--- config.mk ---
export PLATFORM = sky130hd
export DESIGN_NAME = lsu_mem_ctrl
export DESIGN_NICKNAME = d
export VERILOG_FILES = /design/src/rtl/lsu_pkg.sv /design/src/rtl/lsu_req_check.sv /design/src/rtl/lsu_mem_ctrl.sv
export SDC_FILE = /design/constraint.sdc
export NUM_CORES = 1
export LEC_CHECK = 0
export CAP_MARGIN = 20
export CORE_MARGIN = 2
export CORE_UTILIZATION = 30
export CTS_BUF_LIST = sky130_fd_sc_hd__clkbuf_16
export DETAILED_ROUTE_END_ITERATION = 7
export SLEW_MARGIN = 30
export SYNTH_ARGS = -nofsm -noshare
export SYNTH_HDL_FRONTEND = slang
export SYNTH_SLANG_ARGS = --single-unit
--- constraint.sdc ---
create_clock -name clk -period 3.3 [get_ports clk]
set_input_delay 0.66 -clock clk [delete_from_list [all_inputs] [get_ports clk]]
set_output_delay 0.66 -clock clk [all_outputs]
set_load 0.02 [all_outputs]
--- src/rtl/lsu_pkg.sv ---
// Shared constants, state encoding and func3 legality helper for the LSU sequencer.
package lsu_pkg;

  localparam int unsigned LSU_ADDR_W = 6;
  localparam int unsigned DATA_W     = 32;
  localparam int unsigned F3_W_BITS  = 3;

  localparam logic [F3_W_BITS-1:0] F3_B  = 3'b000;
  localparam logic [F3_W_BITS-1:0] F3_H  = 3'b001;
  localparam logic [F3_W_BITS-1:0] F3_W  = 3'b010;
  localparam logic [F3_W_BITS-1:0] F3_BU = 3'b100;
  localparam logic [F3_W_BITS-1:0] F3_HU = 3'b101;

  typedef enum logic [1:0] {
    ST_IDLE    = 2'd0,
    ST_ACCESS  = 2'd1,
    ST_CAPTURE = 2'd2,
    ST_RESP    = 2'd3
  } lsu_state_e;

  // Stores allow B/H/W; loads additionally allow the unsigned B/H forms.
  function automatic logic f3_legal(input logic we, input logic [F3_W_BITS-1:0] f3);
    logic ok;
    ok = 1'b0;
    case (f3)
      F3_B, F3_H, F3_W: ok = 1'b1;
      F3_BU, F3_HU:     ok = ~we;
      default:          ok = 1'b0;
    endcase
    return ok;
  endfunction

endpackage

--- src/rtl/lsu_req_check.sv ---
// Combinational legality and natural-alignment check of an incoming request.
module lsu_req_check
  import lsu_pkg::*;
(
  input  logic                 we_i,
  input  logic [F3_W_BITS-1:0] func3_i,
  input  logic [1:0]           addr_lo_i,
  output logic                 legal_c_o,
  output logic                 misaligned_c_o
);

  // Halfwords need an even address, words a 4-byte aligned one.
  always_comb begin
    legal_c_o      = f3_legal(we_i, func3_i);
    misaligned_c_o = 1'b0;
    case (func3_i[1:0])
      2'b01:   misaligned_c_o = addr_lo_i[0];
      2'b10:   misaligned_c_o = (addr_lo_i != 2'b00);
      default: misaligned_c_o = 1'b0;
    endcase
  end

endmodule

--- src/rtl/lsu_mem_ctrl.sv ---
// Load/store request sequencer: one access in flight, registered memory port and response.
module lsu_mem_ctrl
  import lsu_pkg::*;
#(
  parameter int unsigned ADDR_W = LSU_ADDR_W
) (
  input  logic                 clk,
  input  logic                 rst,
  input  logic                 req_valid,
  output logic                 req_ready,
  input  logic                 req_we,
  input  logic [F3_W_BITS-1:0] req_func3,
  input  logic [ADDR_W-1:0]    req_addr,
  input  logic [DATA_W-1:0]    req_wdata,
  output logic                 rsp_valid,
  input  logic                 rsp_ready,
  output logic [DATA_W-1:0]    rsp_rdata,
  output logic                 rsp_err,
  output logic                 mem_ena,
  output logic                 mem_we,
  output logic [F3_W_BITS-1:0] mem_func3,
  output logic [ADDR_W-1:0]    mem_addr,
  output logic [DATA_W-1:0]    mem_store_data,
  input  logic [DATA_W-1:0]    mem_load_data
);

  lsu_state_e             state_q, state_d;
  logic                   req_we_q, req_we_d;
  logic                   req_ready_d;
  logic                   rsp_valid_d;
  logic [DATA_W-1:0]      rsp_rdata_d;
  logic                   rsp_err_d;
  logic                   mem_ena_d;
  logic                   mem_we_d;
  logic [F3_W_BITS-1:0]   mem_func3_d;
  logic [ADDR_W-1:0]      mem_addr_d;
  logic [DATA_W-1:0]      mem_store_data_d;

  logic                   accept_c;
  logic                   legal_c;
  logic                   misaligned_c;
  logic                   req_ok_c;

  assign accept_c = req_valid && req_ready && (state_q == ST_IDLE);
  assign req_ok_c = legal_c && !misaligned_c;

  // Request decode, consulted only on the accept cycle.
  lsu_req_check u_req_check (
    .we_i           (req_we),
    .func3_i        (req_func3),
    .addr_lo_i      (req_addr[1:0]),
    .legal_c_o      (legal_c),
    .misaligned_c_o (misaligned_c)
  );

  // State register.
  always_ff @(posedge clk or posedge rst) begin
    if (rst) begin
      state_q <= ST_IDLE;
    end else begin
      state_q <= state_d;
    end
  end

  // Next-state decode.
  always_comb begin
    state_d = state_q;
    case (state_q)
      ST_IDLE: begin
        if (accept_c) begin
          state_d = req_ok_c ? ST_ACCESS : ST_RESP;
        end
      end
      ST_ACCESS:  state_d = req_we_q ? ST_RESP : ST_CAPTURE;
      ST_CAPTURE: state_d = ST_RESP;
      ST_RESP: begin
        if (rsp_ready) begin
          state_d = ST_IDLE;
        end
      end
      default:    state_d = ST_IDLE;
    endcase
  end

  // Next values of the registered outputs; memory fields change only on a legal accept.
  always_comb begin
    req_we_d         = req_we_q;
    mem_func3_d      = mem_func3;
    mem_addr_d       = mem_addr;
    mem_store_data_d = mem_store_data;
    rsp_rdata_d      = rsp_rdata;
    rsp_err_d        = rsp_err;

    if (accept_c) begin
      req_we_d = req_we;
      if (req_ok_c) begin
        mem_func3_d      = req_func3;
        mem_addr_d       = req_addr;
        mem_store_data_d = req_wdata;
      end else begin
        rsp_rdata_d = '0;
        rsp_err_d   = 1'b1;
      end
    end

    if (state_q == ST_ACCESS && req_we_q) begin
      rsp_rdata_d = '0;
      rsp_err_d   = 1'b0;
    end

    if (state_q == ST_CAPTURE) begin
      rsp_rdata_d = mem_load_data;
      rsp_err_d   = 1'b0;
    end

    mem_ena_d   = (state_d == ST_ACCESS);
    mem_we_d    = (state_d == ST_ACCESS) && req_we_d;
    rsp_valid_d = (state_d == ST_RESP);
    req_ready_d = (state_d == ST_IDLE);
  end

  // Output and request registers; reset clears every output at once.
  always_ff @(posedge clk or posedge rst) begin
    if (rst) begin
      req_we_q       <= 1'b0;
      req_ready      <= 1'b0;
      rsp_valid      <= 1'b0;
      rsp_rdata      <= '0;
      rsp_err        <= 1'b0;
      mem_ena        <= 1'b0;
      mem_we         <= 1'b0;
      mem_func3      <= '0;
      mem_addr       <= '0;
      mem_store_data <= '0;
    end else begin
      req_we_q       <= req_we_d;
      req_ready      <= req_ready_d;
      rsp_valid      <= rsp_valid_d;
      rsp_rdata      <= rsp_rdata_d;
      rsp_err        <= rsp_err_d;
      mem_ena        <= mem_ena_d;
      mem_we         <= mem_we_d;
      mem_func3      <= mem_func3_d;
      mem_addr       <= mem_addr_d;
      mem_store_data <= mem_store_data_d;
    end
  end

endmodule

==> metrics, run 1 <==
Placed Cells a little under 500; # hold bufs at CTS 0; gpl congestion 0.7015; sequential share of power 0.352; drc violations 0; Die Ht around 100 um; Resized cells post-CTS 0; Pre-antenna DRT Iters 4; Detailed Route WL around 7300 um; Design Area, Final 5044 um^2; TritonCTS Sinks a little over 80; average vias per placed instance roughly 4.4; Setup violations, final 0; Synth cell types 24; first-pass GRT wire length between 10,000 and 15,000 um; Cell Int Power roughly 0.0031 W; worst hold path class reg -> reg; GR Util All Layers 0.1348; Post-Route Utilization 0.5136; largest net degree at the start of global routing 49; H-tree Lvls 3; Clk pwr share 0.197; Period Utilization, post-route 0.8621; Final HPWL DP between 5000 and 6000 um; Comb pwr share 0.451; clock root cell clkbuf_16; Clk pin slew, worst setup/hold paths 0.06 ns; Clock Latency Late Sink 0.32 ns; post-synth design cell area between 3000 and 4000 um^2; Final Critical Period ~2.8 ns; LEAKAGE approximately 2.3 nW; Worst Path Required between 3 and 4 ns; Setup Skew 0.006264 ns; syn_nets 281; full die area approximately 11,000 um^2; fmax ~0.35 GHz; # port buffers roughly 160; post-route ant nets 0; status complete, no violations; max-cap check violation count 0; Layout Nets 441; initial antenna violation count 0; drt wl/cell 14.76 um; number of global-route vias before repair ~2,300; starting density of the core 0.3105; Slew Limit Fails 0; NetSw roughly 0.0016 W; Worst-Margin Slew 0.5883 ns; FP Rows 36; CP max FO between 40 and 50; sequential fraction of the synthesis area 0.6648; Num CTS Buffers 9; Die X 104.8 um; Top Ports 156; crit path launch type primary input; TritonCTS clock tree built; yosys warns 0; P&R area growth vs syn 65.41%; core region area a little under 10,000 um^2; clk buf depth 2; Final Non-Filler Cells about 500; peak supply drop approximately 0.40 mV; P per Cell Area 934.4 nW/um^2; vias about 2,200; Iter 0 DRT Violations 97; final hold violation count 0; Crit path arrival time 3.05 ns; Setup TNS 0 ns; relative slew slack 0.6074; post-CTS setup buffers 0; sw frac 0.3413; Overall Power ~0.0047 W; global route overflow 0; Cell Area, Placed between 4000 and 5000 um^2; Syn Area/Cell 15.25 um^2; RSZ-0062 raised after global routing no; register bit total from synthesis 81; Mapped Cells 200; fraction of layout cells with a size suffix above 1 0.06887; crit end category flop; WS Path Type in -> reg; Ant. Diodes 0
==> layer usage <==
layer,routed length [um],GRT usage,vias to the layer above,part of all wire
met2,3331,0.2027,93,0.45
met1,3328,0.1775,1056,0.45
li1,-,-,1047,-
met3,554,0.04679,11,0.076
met5,0,0,-,0
met4,108,0.05524,0,0.015
==> cell usage in the layout, fill, tap and decap left out, drive strengths merged, types with 3 or more instances in the layout <==
master	instances
clkbuf	9
ha	3
nor2	3
nand2	5
dfrtp	81
clkdlybuf4s50	155
mux2	41
clkinv	5
a22o	33
buf	6
inv	4
==> Yosys cell counts <==
library cell   n  share of area
a22o_1        33          0.095
o21a_1         1         0.0025
nor3_1         1         0.0016
nand2_1        5         0.0062
buf_2          1         0.0016
o21ai_0        2         0.0033
ha_1           3          0.012
nand3_1        2         0.0033
a32oi_1        1         0.0029
buf_6          4          0.015
a21oi_1        2         0.0033
nand2b_1       1         0.0021
mux2_2         2         0.0074
o21bai_1       1         0.0025
nor2_1         3         0.0037
inv_1          5         0.0062
clkbuf_1       7         0.0086
o311ai_1       1         0.0029
a21boi_0       1         0.0025
dfrtp_1       81           0.66
mux2_1        39           0.14
o211ai_1       1         0.0025
nor2b_1        2         0.0041
or4_1          1         0.0025
==> per-stage QoR <==
stage | worst slack [ns] | hold WS (ns)
after floorplan | 0.5599 | 0.5122
after global placement | 0.1852 | 0.4727
after detailed placement | 0.1228 | 0.4801
after CTS | 0.4680 | 0.4931
after global routing | 0.3618 | 0.5049
final | 0.4551 | 0.4869
==> power by group through the flow <==
stage               clock [W]  sequential (W)  combinational (W)
global placement            0         0.00167            0.00213
detailed placement          0         0.00167            0.00216
global route          0.00101         0.00172            0.00226
finish               0.000930         0.00166            0.00212
floorplan                   0         0.00217           0.000558
CTS                  0.000965         0.00167            0.00216
==> critical path, stage by stage <==
cell	delay, ns
clkdlybuf4s50_1	0.50
inv_1	0.07
ha_1	0.32
a32oi_1	0.19
o311ai_1	0.13
or4_2	0.59
buf_12	0.22
mux2_1	0.34
==> area by class of cell <==
class	count	area, um^2
clock buffers	9	225.2
well taps	133	166.4
fillers	899	4776
inverters	5	20.02
multi-input cells	102	934.6
flip-flops and latches	81	2027
clock inverters	5	48.80
repair buffers	161	1622
==> registers in the layout, summed over array words and instances (netlist names) <==
register        cells
rsp_valid           1
rsp_rdata          32
mem_addr            6
mem_ena             1
state_q             2
mem_store_data     32
req_we_q            1
mem_func3           3
rsp_err             1
req_ready           1
mem_we              1
==> path summary, 6_finish.rpt <==
kind | start | end | depth (start not counted) | slack (ns)
min reg2reg | mem_store_data[14]$_DFFE_PP0P_ | mem_store_data[14]$_DFFE_PP0P_ | 1 | 0.49
max reg2reg | state_q[1]$_DFF_PP0_ | mem_store_data[25]$_DFFE_PP0P_ | 3 | 1.42
min in group asynchronous | rst | rsp_rdata[5]$_DFFE_PP0P_ | 2 | 0.71
max in group asynchronous | rst | mem_store_data[29]$_DFFE_PP0P_ | 3 | 1.94
min | mem_store_data[14]$_DFFE_PP0P_ | mem_store_data[14]$_DFFE_PP0P_ | 1 | 0.49
max | req_func3[0] | mem_store_data[25]$_DFFE_PP0P_ | 8 | 0.46
==> kinds of logic after synthesis <==
family / synth area share
AO/OA/AOI/OAI: 0.1170
adder cells (fa/ha/maj): 0.01231
buffers and inverters: 0.03119
flip-flops: 0.6648
multiplexers: 0.1514
AND/OR/NAND/NOR: 0.02339
No activity file was read; power rests on OpenSTA's default activity.
==> run 2: changes to the inputs <==
--- a/config.mk
+++ b/config.mk
@@ -6,6 +6,7 @@
 export NUM_CORES = 1
 export LEC_CHECK = 0
 export CAP_MARGIN = 20
+export CORE_ASPECT_RATIO = 1.4
 export CORE_MARGIN = 2
 export CORE_UTILIZATION = 30
 export CTS_BUF_LIST = sky130_fd_sc_hd__clkbuf_16
==> constraint.sdc (replaced) <==
create_clock -name clk -period 3 [get_ports clk]
set_input_delay 0.6 -clock clk [delete_from_list [all_inputs] [get_ports clk]]
set_output_delay 0.6 -clock clk [all_outputs]
set_load 0.02 [all_outputs]
==> run 2 against run 1 <==
  * Sequential power grew 10%
  * Cell area up 0.74%
  * Hold slack lost 0.00067 ns
  * Count of clock-buffer cells in the layout unchanged
  * First-iteration DRC count down 46%
==> metrics, run 2 (synthesized netlist as in run 1, its figures left out) <==
status complete, no violations (unchanged); first-pass GRT wire length 10,990 um (was 11,690 um); Detailed Route WL 7143 um (was 7322 um); TritonCTS Sinks 81 (unchanged); post-CTS setup buffers 0 (unchanged); Hold Slack 0.4862 ns (was 0.4869 ns); Resized cells post-CTS 0 (unchanged); Worst-Margin Slew 0.5344 ns (was 0.5883 ns); starting density of the core 0.3080 (was 0.3105); Worst Reg2Reg Path Length in Cells 3 (unchanged); fmax roughly 0.37 GHz; H-tree Lvls 3 (unchanged); peak supply drop 0.3771 mV (was 0.3972 mV); CP max FO 21 (was 42); global route overflow 0 (unchanged); Ant. Diodes 0 (unchanged); WS Path Type in -> reg (unchanged); drt wl/cell 14.26 um (was 14.76 um); max-cap check violation count 0 (unchanged); top flop regs mem_store_data: 32 flops, rsp_rdata: 32 flops, mem_addr: 6 flops (unchanged); Die Ht 123.3 um (was 104.8 um); Slew Limit Fails 0 (unchanged); average vias per placed instance 4.387 (was 4.450); number of global-route vias before repair 2,271 (was 2,295); clk buf depth 2 (unchanged); Final HPWL DP 5214 um (was 5251 um); most frequent cells in the layout 155 x clkdlybuf4s50_1, 81 x dfrtp_1, 39 x mux2_1 (unchanged); worst r2r src state_q[1]$_DFF_PP0_ (unchanged); Clk pin slew, worst setup/hold paths 0.06 ns (about the same); clock root cell clkbuf_16 (unchanged); P&R area growth vs syn 66.64% (was 65.41%); Post-Route Utilization 0.5133 (was 0.5136); post-route ant nets 0 (unchanged); FP Rows 43 (was 36); setup ws final 0.2736 ns (was 0.4551 ns); Worst Path Required 3.21 ns (was 3.50 ns); Iter 0 DRT Violations 52 (was 97); Die X 89.21 um (was 104.8 um); core region area 9899 um^2 (was 9819 um^2); leading cell type in the layout, fill and taps excluded clkdlybuf4s50_1 (unchanged); full die area 11,000 um^2 (was 10,990 um^2); # port buffers 155 (unchanged); TritonCTS clock tree built (unchanged); Worst Hold Path EP mem_store_data[16]$_DFFE_PP0P_ (was mem_store_data[14]$_DFFE_PP0P_); GR Util All Layers 0.1335 (was 0.1348); Layout Nets 444 (was 441); Hold Startpoint mem_store_data[16]$_DFFE_PP0P_ (was mem_store_data[14]$_DFFE_PP0P_); largest net degree at the start of global routing 52 (was 49); initial antenna violation count 0 (unchanged); Setup violations, final 0 (unchanged); gpl congestion 0.7385 (was 0.7015); crit end category flop (unchanged); Top Ports 156 (unchanged); Final Critical Period approximately 2.7 ns; RSZ-0062 raised after global routing no (unchanged); drc violations 0 (unchanged); P per Cell Area 1033 nW/um^2 (was 934.4 nW/um^2); final hold violation count 0 (unchanged); Overall Power 0.005247 W (was 0.004713 W); relative slew slack 0.6433 (was 0.6074); Setup Skew 0.004867 ns (was 0.006264 ns); reg2reg setup slack 1.13 ns (was 1.42 ns); # hold bufs at CTS 0 (unchanged); crit path launch type primary input (unchanged); fraction of layout cells with a size suffix above 1 0.07650 (was 0.06887); pre-CTS setup slack -0.07441 ns (was 0.1228 ns); Critical R2R Capture mem_addr[4]$_DFFE_PP0P_ (was mem_store_data[25]$_DFFE_PP0P_); Pre-antenna DRT Iters 4 (unchanged); worst hold path class reg -> reg (unchanged); vias 2,198 (was 2,207); Num CTS Buffers 9 (unchanged); Crit path arrival time 2.93 ns (was 3.05 ns); Clock Latency Late Sink 0.33 ns (was 0.32 ns); Period Utilization, post-route 0.9088; LEAKAGE 2.335 nW (was 2.313 nW); hold depth 1 (unchanged)
run 2: critical path, cell delays in order:
cell and delay (ns):
clkdlybuf4s50_1 0.48, inv_1 0.07, ha_1 0.31, a32oi_1 0.17, o311ai_1 0.13, or4_2 0.57, buf_4 0.25, mux2_1 0.34
run 2: routing by layer:
layer / routed length (um) / share of wire / track usage
met5: 0 / 0 / 0
met2: 3503 / 0.49 / 0.2167
met1: 2904 / 0.41 / 0.1576
met4: 187 / 0.026 / 0.07649
met3: 548 / 0.077 / 0.03471
run 2: through the flow:
stage,instances,instance area [um^2],TNS (ns)
2_1_floorplan,200,3049,0
3_3_place_gp,487,4782,-1.016
3_5_place_dp,487,4782,-2.283
4_1_cts,501,5081,0
5_1_grt,501,5081,0
6_report,501,5081,0
run 2: final cells by class:
| type | instances | area, um^2 |
|---|---|---|
| clock buffer | 9 | 225.2 |
| timing repair buffer | 164 | 1632 |
| multi-input combinational | 102 | 934.6 |
| sequential | 81 | 2027 |
| clock inverter | 5 | 73.82 |
| inverter | 5 | 20.02 |
| fill | 894 | 4818 |
| tap | 135 | 168.9 |
run 2: worst max-delay path by stage:
stage / startpoint / to / slack, ns / depth (start not counted)
global route: req_func3[0] / mem_func3[0]$_DFFE_PP0P_ / 0.15 / 8
detailed placement: req_func3[0] / mem_addr[4]$_DFFE_PP0P_ / -0.07 / 8
CTS: req_func3[0] / mem_addr[4]$_DFFE_PP0P_ / 0.27 / 8
global placement: req_func3[0] / mem_addr[4]$_DFFE_PP0P_ / -0.03 / 8
floorplan: rst / mem_addr[0]$_DFFE_PP0P_ / 0.32 / 1
finish: req_func3[0] / mem_addr[4]$_DFFE_PP0P_ / 0.27 / 8
run 2: power by group:
group	switching [W]	internal (W)
Sequential	0.000262	0.00157
Clock	0.000389	0.000712
Combinational	0.00111	0.00121
